==> config.mk <==
export PLATFORM = sky130hd
export DESIGN_NAME = uart_tx_sched_flat
export DESIGN_NICKNAME = d
export VERILOG_FILES = /design/src/rtl/uart_tx_sched_if.sv /design/src/rtl/uart_tx_sched.sv /design/src/flat_wrapper.sv
export SDC_FILE = /design/constraint.sdc
export NUM_CORES = 1
export LEC_CHECK = 0
export CAP_MARGIN = 10
export CORE_ASPECT_RATIO = 1.75
export CORE_UTILIZATION = 40
export DETAILED_ROUTE_END_ITERATION = 8
export PLACE_DENSITY = 0.72
export SYNTH_ARGS = -nofsm -noshare
export SYNTH_HDL_FRONTEND = slang
export SYNTH_SLANG_ARGS = --single-unit
==> constraint.sdc <==
create_clock -name pclk -period 4.35 [get_ports pclk]
set_input_delay 0.87 -clock pclk [delete_from_list [all_inputs] [get_ports pclk]]
set_output_delay 0.87 -clock pclk [all_outputs]
set_load 0.005 [all_outputs]
==> src/rtl/uart_tx_sched_if.sv <==
// Requester-side valid/ready byte bus shared by the uart_tx_sched requesters.
// Byte of requester i travels on req_data[8i+7:8i].
interface uart_tx_sched_if #(
  parameter int unsigned NREQ = 4
);
  logic [NREQ-1:0]   req_valid;
  logic [8*NREQ-1:0] req_data;
  logic [NREQ-1:0]   req_last;
  logic [NREQ-1:0]   req_ready;

  modport master (output req_valid, output req_data, output req_last, input req_ready);
  modport slave  (input req_valid, input req_data, input req_last, output req_ready);
endinterface

==> src/rtl/uart_tx_sched.sv <==
// Round-robin scheduler sharing one UART transmit path between NREQ byte requesters,
// with packet locking and a busy_tx rise timeout.
module uart_tx_sched #(
  parameter  int unsigned NREQ     = 4,
  parameter  int unsigned BUSY_TMO = 16,
  localparam int unsigned IW       = (NREQ > 1) ? $clog2(NREQ) : 1
) (
  input  logic                  pclk,
  input  logic                  presetn,
  uart_tx_sched_if.slave        req_if,
  output logic [7:0]            datatx,
  output logic                  tx_shoot,
  input  logic                  busy_tx,
  output logic [IW-1:0]         grant_id,
  output logic                  locked,
  output logic                  err_tmo,
  input  logic                  err_clr
);

  localparam int unsigned CW = 8;

  localparam logic [1:0] S_IDLE    = 2'd0;
  localparam logic [1:0] S_SHOOT   = 2'd1;
  localparam logic [1:0] S_WAIT_HI = 2'd2;
  localparam logic [1:0] S_WAIT_LO = 2'd3;

  logic [1:0]      r_state;
  logic [1:0]      w_state_nxt;
  logic [IW-1:0]   r_rr_ptr;
  logic [IW-1:0]   r_grant_id;
  logic [7:0]      r_datatx;
  logic            r_tx_shoot;
  logic            r_locked;
  logic            r_err_tmo;
  logic [CW-1:0]   r_cnt;

  logic [NREQ-1:0]   w_elig;
  logic [2*NREQ-1:0] w_dbl;
  logic [IW-1:0]     w_win;
  logic              w_win_vld;
  logic [7:0]        w_byte;
  logic              w_last;
  logic [NREQ-1:0]   w_ready;
  logic              w_accept;
  logic              w_tmo;
  int                w_off;
  int                w_sum;

  // Winner: first eligible index at or above rr_ptr, found by rotating the eligible mask.
  always_comb begin : win_scan
    w_elig    = '0;
    w_dbl     = '0;
    w_win     = '0;
    w_win_vld = 1'b0;
    w_byte    = '0;
    w_last    = 1'b0;
    w_off     = 0;
    w_sum     = 0;
    for (int i = 0; i < int'(NREQ); i++) begin
      w_elig[i] = req_if.req_valid[i] && (!r_locked || (i == int'(r_grant_id)));
    end
    w_dbl     = {w_elig, w_elig} >> r_rr_ptr;
    w_win_vld = |w_dbl[NREQ-1:0];
    for (int k = int'(NREQ) - 1; k >= 0; k--) begin
      if (w_dbl[k]) w_off = k;
    end
    w_sum = int'(r_rr_ptr) + w_off;
    if (w_sum >= int'(NREQ)) w_sum = w_sum - int'(NREQ);
    w_win = IW'(w_sum);
    for (int i = 0; i < int'(NREQ); i++) begin
      if (i == w_sum) begin
        w_byte = req_if.req_data[8*i +: 8];
        w_last = req_if.req_last[i];
      end
    end
  end

  // Next state, ready, accept and timeout decode.
  always_comb begin : fsm_comb
    w_state_nxt = r_state;
    w_ready     = '0;
    w_accept    = 1'b0;
    w_tmo       = 1'b0;
    case (r_state)
      S_IDLE: begin
        if (!busy_tx && w_win_vld) begin
          w_ready[w_win] = 1'b1;
          w_accept       = req_if.req_valid[w_win];
          if (w_accept) w_state_nxt = S_SHOOT;
        end
      end
      S_SHOOT:   w_state_nxt = S_WAIT_HI;
      S_WAIT_HI: begin
        if (busy_tx) begin
          w_state_nxt = S_WAIT_LO;
        end else if (r_cnt == CW'(BUSY_TMO - 1)) begin
          w_tmo       = 1'b1;
          w_state_nxt = S_IDLE;
        end
      end
      S_WAIT_LO: if (!busy_tx) w_state_nxt = S_IDLE;
      default:   w_state_nxt = S_IDLE;
    endcase
  end

  always_ff @(posedge pclk or negedge presetn) begin : fsm_reg
    if (!presetn) r_state <= S_IDLE;
    else          r_state <= w_state_nxt;
  end

  // Launch datapath, grant/lock tracking, timeout counter and sticky error.
  always_ff @(posedge pclk or negedge presetn) begin : dp_reg
    if (!presetn) begin
      r_datatx   <= '0;
      r_tx_shoot <= 1'b0;
      r_grant_id <= '0;
      r_locked   <= 1'b0;
      r_rr_ptr   <= '0;
      r_cnt      <= '0;
      r_err_tmo  <= 1'b0;
    end else begin
      r_tx_shoot <= w_accept;
      if (w_accept) begin
        r_datatx   <= w_byte;
        r_grant_id <= w_win;
        r_locked   <= !w_last;
        if (w_last) r_rr_ptr <= (w_win == IW'(NREQ - 1)) ? '0 : w_win + IW'(1);
      end
      if (r_state == S_SHOOT)                     r_cnt <= '0;
      else if (r_state == S_WAIT_HI && !busy_tx)  r_cnt <= r_cnt + CW'(1);
      // A timeout in the same cycle as err_clr keeps the flag set.
      if (w_tmo)        r_err_tmo <= 1'b1;
      else if (err_clr) r_err_tmo <= 1'b0;
    end
  end

  assign req_if.req_ready = w_ready;
  assign datatx           = r_datatx;
  assign tx_shoot         = r_tx_shoot;
  assign grant_id         = r_grant_id;
  assign locked           = r_locked;
  assign err_tmo          = r_err_tmo;

endmodule

==> src/flat_wrapper.sv <==
// flat-port wrapper written by rule: the top's interface ports become plain ports
module uart_tx_sched_flat 
#(
  parameter  int unsigned NREQ     = 4,
  parameter  int unsigned BUSY_TMO = 16,
  localparam int unsigned IW       = (NREQ > 1) ? $clog2(NREQ) : 1
)
  (pclk, presetn, datatx, tx_shoot, busy_tx, grant_id, locked, err_tmo, err_clr, req_if_req_valid, req_if_req_data, req_if_req_last, req_if_req_ready);
  uart_tx_sched_if #(.NREQ(NREQ)) req_if_i ();
  input  logic pclk;
  input  logic presetn;
  output logic [7:0] datatx;
  output logic tx_shoot;
  input  logic busy_tx;
  output logic [IW-1:0] grant_id;
  output logic locked;
  output logic err_tmo;
  input  logic err_clr;
  input wire logic [$bits(req_if_i.req_valid)-1:0] req_if_req_valid;
  input wire logic [$bits(req_if_i.req_data)-1:0] req_if_req_data;
  input wire logic [$bits(req_if_i.req_last)-1:0] req_if_req_last;
  output wire logic [$bits(req_if_i.req_ready)-1:0] req_if_req_ready;
  assign req_if_i.req_valid = req_if_req_valid;
  assign req_if_i.req_data = req_if_req_data;
  assign req_if_i.req_last = req_if_req_last;
  assign req_if_req_ready = req_if_i.req_ready;
  uart_tx_sched #(.NREQ(NREQ), .BUSY_TMO(BUSY_TMO)) u_core (.pclk(pclk), .presetn(presetn), .req_if(req_if_i), .datatx(datatx), .tx_shoot(tx_shoot), .busy_tx(busy_tx), .grant_id(grant_id), .locked(locked), .err_tmo(err_tmo), .err_clr(err_clr));
endmodule
==> impl_metrics.prom <==
# TYPE chip_impl_metric gauge
chip_impl_info{name="outcome",value="finished clean"} 1
chip_impl_metric{name="core.rowCount",unit=""} 31
chip_impl_metric{name="dpl-instance-area",unit="sq um"} 2460
chip_impl_info{name="highest_count_cells_in_the_layout_ignoring_fill_and_taps",value="sky130_fd_sc_hd__clkdlybuf4s50_1 (57), sky130_fd_sc_hd__o21ai_0 (27), sky130_fd_sc_hd__dfrtp_1 (25)"} 1
chip_impl_metric{name="final-max-slew-violation-count",unit=""} 0
chip_impl_metric{name="yosysWarnings",unit=""} 0
chip_impl_metric{name="area_of_the_die",unit="sq um"} 4580
chip_impl_metric{name="core",unit="sq um"} 4110
chip_impl_metric{name="avgViaCountPerCell",unit=""} 5.27
chip_impl_info{name="mostFrequentLayoutCell",value="sky130_fd_sc_hd__clkdlybuf4s50_1"} 1
chip_impl_metric{name="timing.slew.headroom",unit="%"} 29.6
chip_impl_metric{name="die_y",unit="microns"} 88.8
chip_impl_metric{name="vdd.ir_drop.worst",unit="mV"} 0.554
chip_impl_metric{name="synth_sequential_area_ratio",unit="%"} 36.3
chip_impl_metric{name="htree_num_levels",unit=""} 1
chip_impl_metric{name="power.density_cell_area",unit="nW/um^2"} 792
chip_impl_metric{name="worstPathRequired",unit="ns"} 3.48
chip_impl_metric{name="final.setup.worst_slack",unit="ns"} 0.188
chip_impl_info{name="clock-root-buffer",value="sky130_fd_sc_hd__clkbuf_8"} 1
chip_impl_metric{name="worst_clock_skew",unit="ns"} 0.00250
chip_impl_info{name="tritoncts",value="done"} 1
chip_impl_metric{name="drc",unit=""} 0
chip_impl_metric{name="cts_buffer_depth",unit=""} 2
chip_impl_metric{name="grt-ovfl-total",unit=""} 0
chip_impl_metric{name="numCtsBuffers",unit=""} 3
chip_impl_metric{name="worst_path_max_fanout",unit=""} 4
chip_impl_metric{name="setup_total_negative_slack",unit="ns"} 0
chip_impl_metric{name="f_max",unit="GHz"} 0.240
chip_impl_metric{name="gp_congestion",unit=""} 0.870
chip_impl_metric{name="count_of_filler_cells_inserted_in_the_layout",unit=""} 366
chip_impl_metric{name="synthesis.area",unit="sq um"} 1720
chip_impl_metric{name="clkSinkCount",unit=""} 25
chip_impl_metric{name="synthToLayoutAreaGrowth",unit="%"} 47.7
chip_impl_metric{name="synth_seq_cells",unit=""} 25
chip_impl_metric{name="max_cap_viol_count",unit=""} 0
chip_impl_metric{name="place.port_buffers",unit=""} 60
chip_impl_metric{name="p_leak",unit="nW"} 1.18
chip_impl_metric{name="drive_above_1_share",unit="%"} 16.7
chip_impl_metric{name="layout_min_cycle_time",unit="ns"} 4.16
chip_impl_metric{name="clkTransAtPathRegs",unit="ns"} 0.08
chip_impl_metric{name="cp.arrival",unit="ns"} 3.29
chip_impl_metric{name="worst-r2r-setup-slack",unit="ns"} 0.81
chip_impl_metric{name="dpl_worst_slack",unit="ns"} -0.0560
chip_impl_metric{name="antenna_found_initial",unit=""} 0
chip_impl_metric{name="count_of_antenna_diodes_in_the_layout",unit=""} 0
chip_impl_metric{name="wl_per_cell",unit="microns"} 13.6
chip_impl_metric{name="maximum_number_of_pins_on_one_net_before_global_route_repair",unit=""} 26
chip_impl_metric{name="dp_hpwl",unit="microns"} 3410
chip_impl_metric{name="syn-num-nets",unit=""} 238
chip_impl_metric{name="fin_worst_hold_slack",unit="ns"} 0.495
chip_impl_metric{name="final.period_utilization",unit="%"} 95.7
chip_impl_metric{name="dr_total_vias",unit=""} 1617
chip_impl_info{name="hold_class",value="reg -> reg"} 1
chip_impl_metric{name="setup_viol",unit=""} 0
chip_impl_metric{name="drt.antenna.violating_nets",unit=""} 0
chip_impl_info{name="startpoint_type",value="primary input"} 1
chip_impl_metric{name="hold_violations",unit=""} 0
chip_impl_metric{name="fin_area",unit="sq um"} 2540
chip_impl_info{name="setup.worst_path.class",value="in -> out"} 1
chip_impl_metric{name="pin_count",unit=""} 61
chip_impl_metric{name="syn-mean-instance-area",unit="sq um"} 9.26
chip_impl_metric{name="grt_pass1_vias",unit=""} 1514
chip_impl_metric{name="synth_cell_types",unit=""} 42
chip_impl_metric{name="design.final.nets",unit=""} 311
chip_impl_metric{name="syn_inst",unit=""} 186
chip_impl_metric{name="post_cts_buffers",unit=""} 0
chip_impl_metric{name="die_width",unit="microns"} 51.6
chip_impl_metric{name="initialDrtViolationCount",unit=""} 19
chip_impl_info{name="rsz0062_at_grt",value="no"} 1
chip_impl_metric{name="global_route_wire_length_before_repair",unit="microns"} 6400
chip_impl_metric{name="initial_core_util",unit="%"} 41.9
chip_impl_metric{name="post-route-util",unit="%"} 61.9
chip_impl_info{name="worstSetupEndpointType",value="primary output"} 1
chip_impl_metric{name="aggregate_global_route_resource_usage",unit="%"} 18.5
chip_impl_metric{name="pin_slew_with_the_least_headroom_to_its_limit",unit="ns"} 1.05
chip_impl_metric{name="drt_pre_antenna_iters",unit=""} 4
chip_impl_metric{name="drt_wl_total",unit="microns"} 4170
chip_impl_metric{name="clk-insertion-delay-late",unit="ns"} 0.26
routing by layer:
layer | track usage, % | share of wire [%] | up-vias
met3 | 1.72 | 3.2 | 12
met5 | 0 | 0 | -
met2 | 35.9 | 57 | 47
met1 | 19.3 | 36 | 753
met4 | 8.11 | 3.5 | 0
li1 | - | - | 805
path summary, 6_finish.rpt:
check | startpoint | end | depth (start not counted)
worst max-delay path | req_if_req_valid[2] | req_if_req_ready[0] | 13
worst min-delay path | u_core.r_cnt[7] | u_core.r_cnt[7] | 1
worst max register to register | u_core.r_rr_ptr[0] | u_core.r_rr_ptr[0] | 16
worst min register to register | u_core.r_cnt[7] | u_core.r_cnt[7] | 1
max in group asynchronous | presetn | u_core.err_tmo | 1
min in group asynchronous | presetn | u_core.tx_shoot | 1
area by class of cell:
| class | instances | area, sq um | share of cell area (%) |
|---|---|---|---|
| Multi-Input combinational cell | 143 | 1040 | 41.1 |
| Timing Repair Buffer | 76 | 728 | 28.6 |
| Sequential cell | 25 | 626 | 24.6 |
| Tap cell | 49 | 61.3 | 2.41 |
| Clock buffer | 3 | 41.3 | 1.62 |
| Inverter | 10 | 37.5 | 1.48 |
| Clock inverter | 1 | 5.00 | 0.197 |
report_power, final:
group / switching [mW] / internal [mW]
registers: 0.0772 / 0.311
logic: 0.729 / 0.763
clock network: 0.0712 / 0.0640
total: 0.877 / 1.14
cell usage after synthesis:
cell type / n / area share, %
sky130_fd_sc_hd__ha_1: 8 / 5.8
sky130_fd_sc_hd__xor2_4: 1 / 1.6
sky130_fd_sc_hd__maj3_4: 1 / 0.80
sky130_fd_sc_hd__o21ai_1: 1 / 0.29
sky130_fd_sc_hd__o211ai_1: 1 / 0.44
sky130_fd_sc_hd__mux2_1: 2 / 1.3
sky130_fd_sc_hd__dfrtp_1: 25 / 36
sky130_fd_sc_hd__a21oi_2: 1 / 0.51
sky130_fd_sc_hd__o211ai_2: 1 / 0.73
sky130_fd_sc_hd__nor2_1: 13 / 2.8
sky130_fd_sc_hd__nor2_2: 1 / 0.36
sky130_fd_sc_hd__and2_1: 2 / 0.73
sky130_fd_sc_hd__a21bo_1: 1 / 0.58
sky130_fd_sc_hd__and3_1: 1 / 0.36
sky130_fd_sc_hd__nand2_1: 24 / 5.2
sky130_fd_sc_hd__nor2b_1: 3 / 1.1
sky130_fd_sc_hd__a221oi_1: 1 / 0.51
sky130_fd_sc_hd__and3_4: 1 / 0.65
sky130_fd_sc_hd__a21oi_1: 5 / 1.5
sky130_fd_sc_hd__mux2_2: 1 / 0.65
sky130_fd_sc_hd__mux2i_2: 1 / 0.80
sky130_fd_sc_hd__nand2b_1: 3 / 1.1
sky130_fd_sc_hd__inv_1: 10 / 2.2
sky130_fd_sc_hd__mux2i_1: 5 / 2.9
sky130_fd_sc_hd__mux2_4: 8 / 7.0
sky130_fd_sc_hd__o31ai_1: 1 / 0.44
sky130_fd_sc_hd__clkbuf_1: 5 / 1.1
sky130_fd_sc_hd__buf_6: 1 / 0.65
sky130_fd_sc_hd__nor3_1: 4 / 1.2
sky130_fd_sc_hd__o21ai_0: 29 / 8.4
sky130_fd_sc_hd__a31o_2: 1 / 0.51
sky130_fd_sc_hd__a32o_2: 1 / 0.65
sky130_fd_sc_hd__nor4_1: 1 / 0.36
sky130_fd_sc_hd__xor2_1: 1 / 0.51
sky130_fd_sc_hd__buf_2: 1 / 0.29
sky130_fd_sc_hd__o41ai_4: 1 / 1.6
sky130_fd_sc_hd__a221o_1: 7 / 4.1
sky130_fd_sc_hd__nand4_1: 1 / 0.36
sky130_fd_sc_hd__buf_1: 1 / 0.22
sky130_fd_sc_hd__nor3_2: 1 / 0.58
sky130_fd_sc_hd__nand3_1: 8 / 2.3
sky130_fd_sc_hd__a21o_2: 1 / 0.51
cell families (layout without fill, tap and decap cells):
family / Yosys count / after routing / synth area share [%]
compound gates: 52 / 52 / 20.7
xor+xnor: 2 / 2 / 2.11
fa+ha+maj: 9 / 9 / 6.61
buf+inv: 18 / 90 / 4.43
flops: 25 / 25 / 36.3
mux: 17 / 17 / 12.6
simple gates: 63 / 63 / 17.2
registers in the layout (all words and copies together) (netlist names):
name and count:
u_core.r_state 2, u_core.datatx 8, u_core.tx_shoot 1, u_core.r_rr_ptr 2, u_core.err_tmo 1, u_core.locked 1
u_core.grant_id 2, u_core.r_cnt 8
what timing repair did:
action                                  4_1_cts  5_1_grt
hold buffers                                  0        0
resized for setup                             3        6
pin swaps                                     1        2
endpoints found under the setup margin        3        4
metrics by stage:
stage / instances / total power [mW]
CTS: 307 / 2.00
detailed placement: 303 / 1.85
global route: 307 / 2.20
global placement: 303 / 1.84
finish: 307 / 2.01
floorplan: 186 / 1.33
worst max-delay path: stages:
cell and delay (ns):
sky130_fd_sc_hd__clkdlybuf4s50_1 0.50, sky130_fd_sc_hd__nand2_1 0.06, sky130_fd_sc_hd__a21o_2 0.22, sky130_fd_sc_hd__o21ai_1 0.11
sky130_fd_sc_hd__nand2_1 0.09, sky130_fd_sc_hd__a21oi_1 0.15, sky130_fd_sc_hd__a31o_2 0.14, sky130_fd_sc_hd__ha_4 0.15
sky130_fd_sc_hd__xor2_4 0.19, sky130_fd_sc_hd__ha_4 0.16, sky130_fd_sc_hd__inv_1 0.04, sky130_fd_sc_hd__nor2_1 0.08
sky130_fd_sc_hd__clkdlybuf4s50_1 0.51
(Power assumes the default switching activity.)
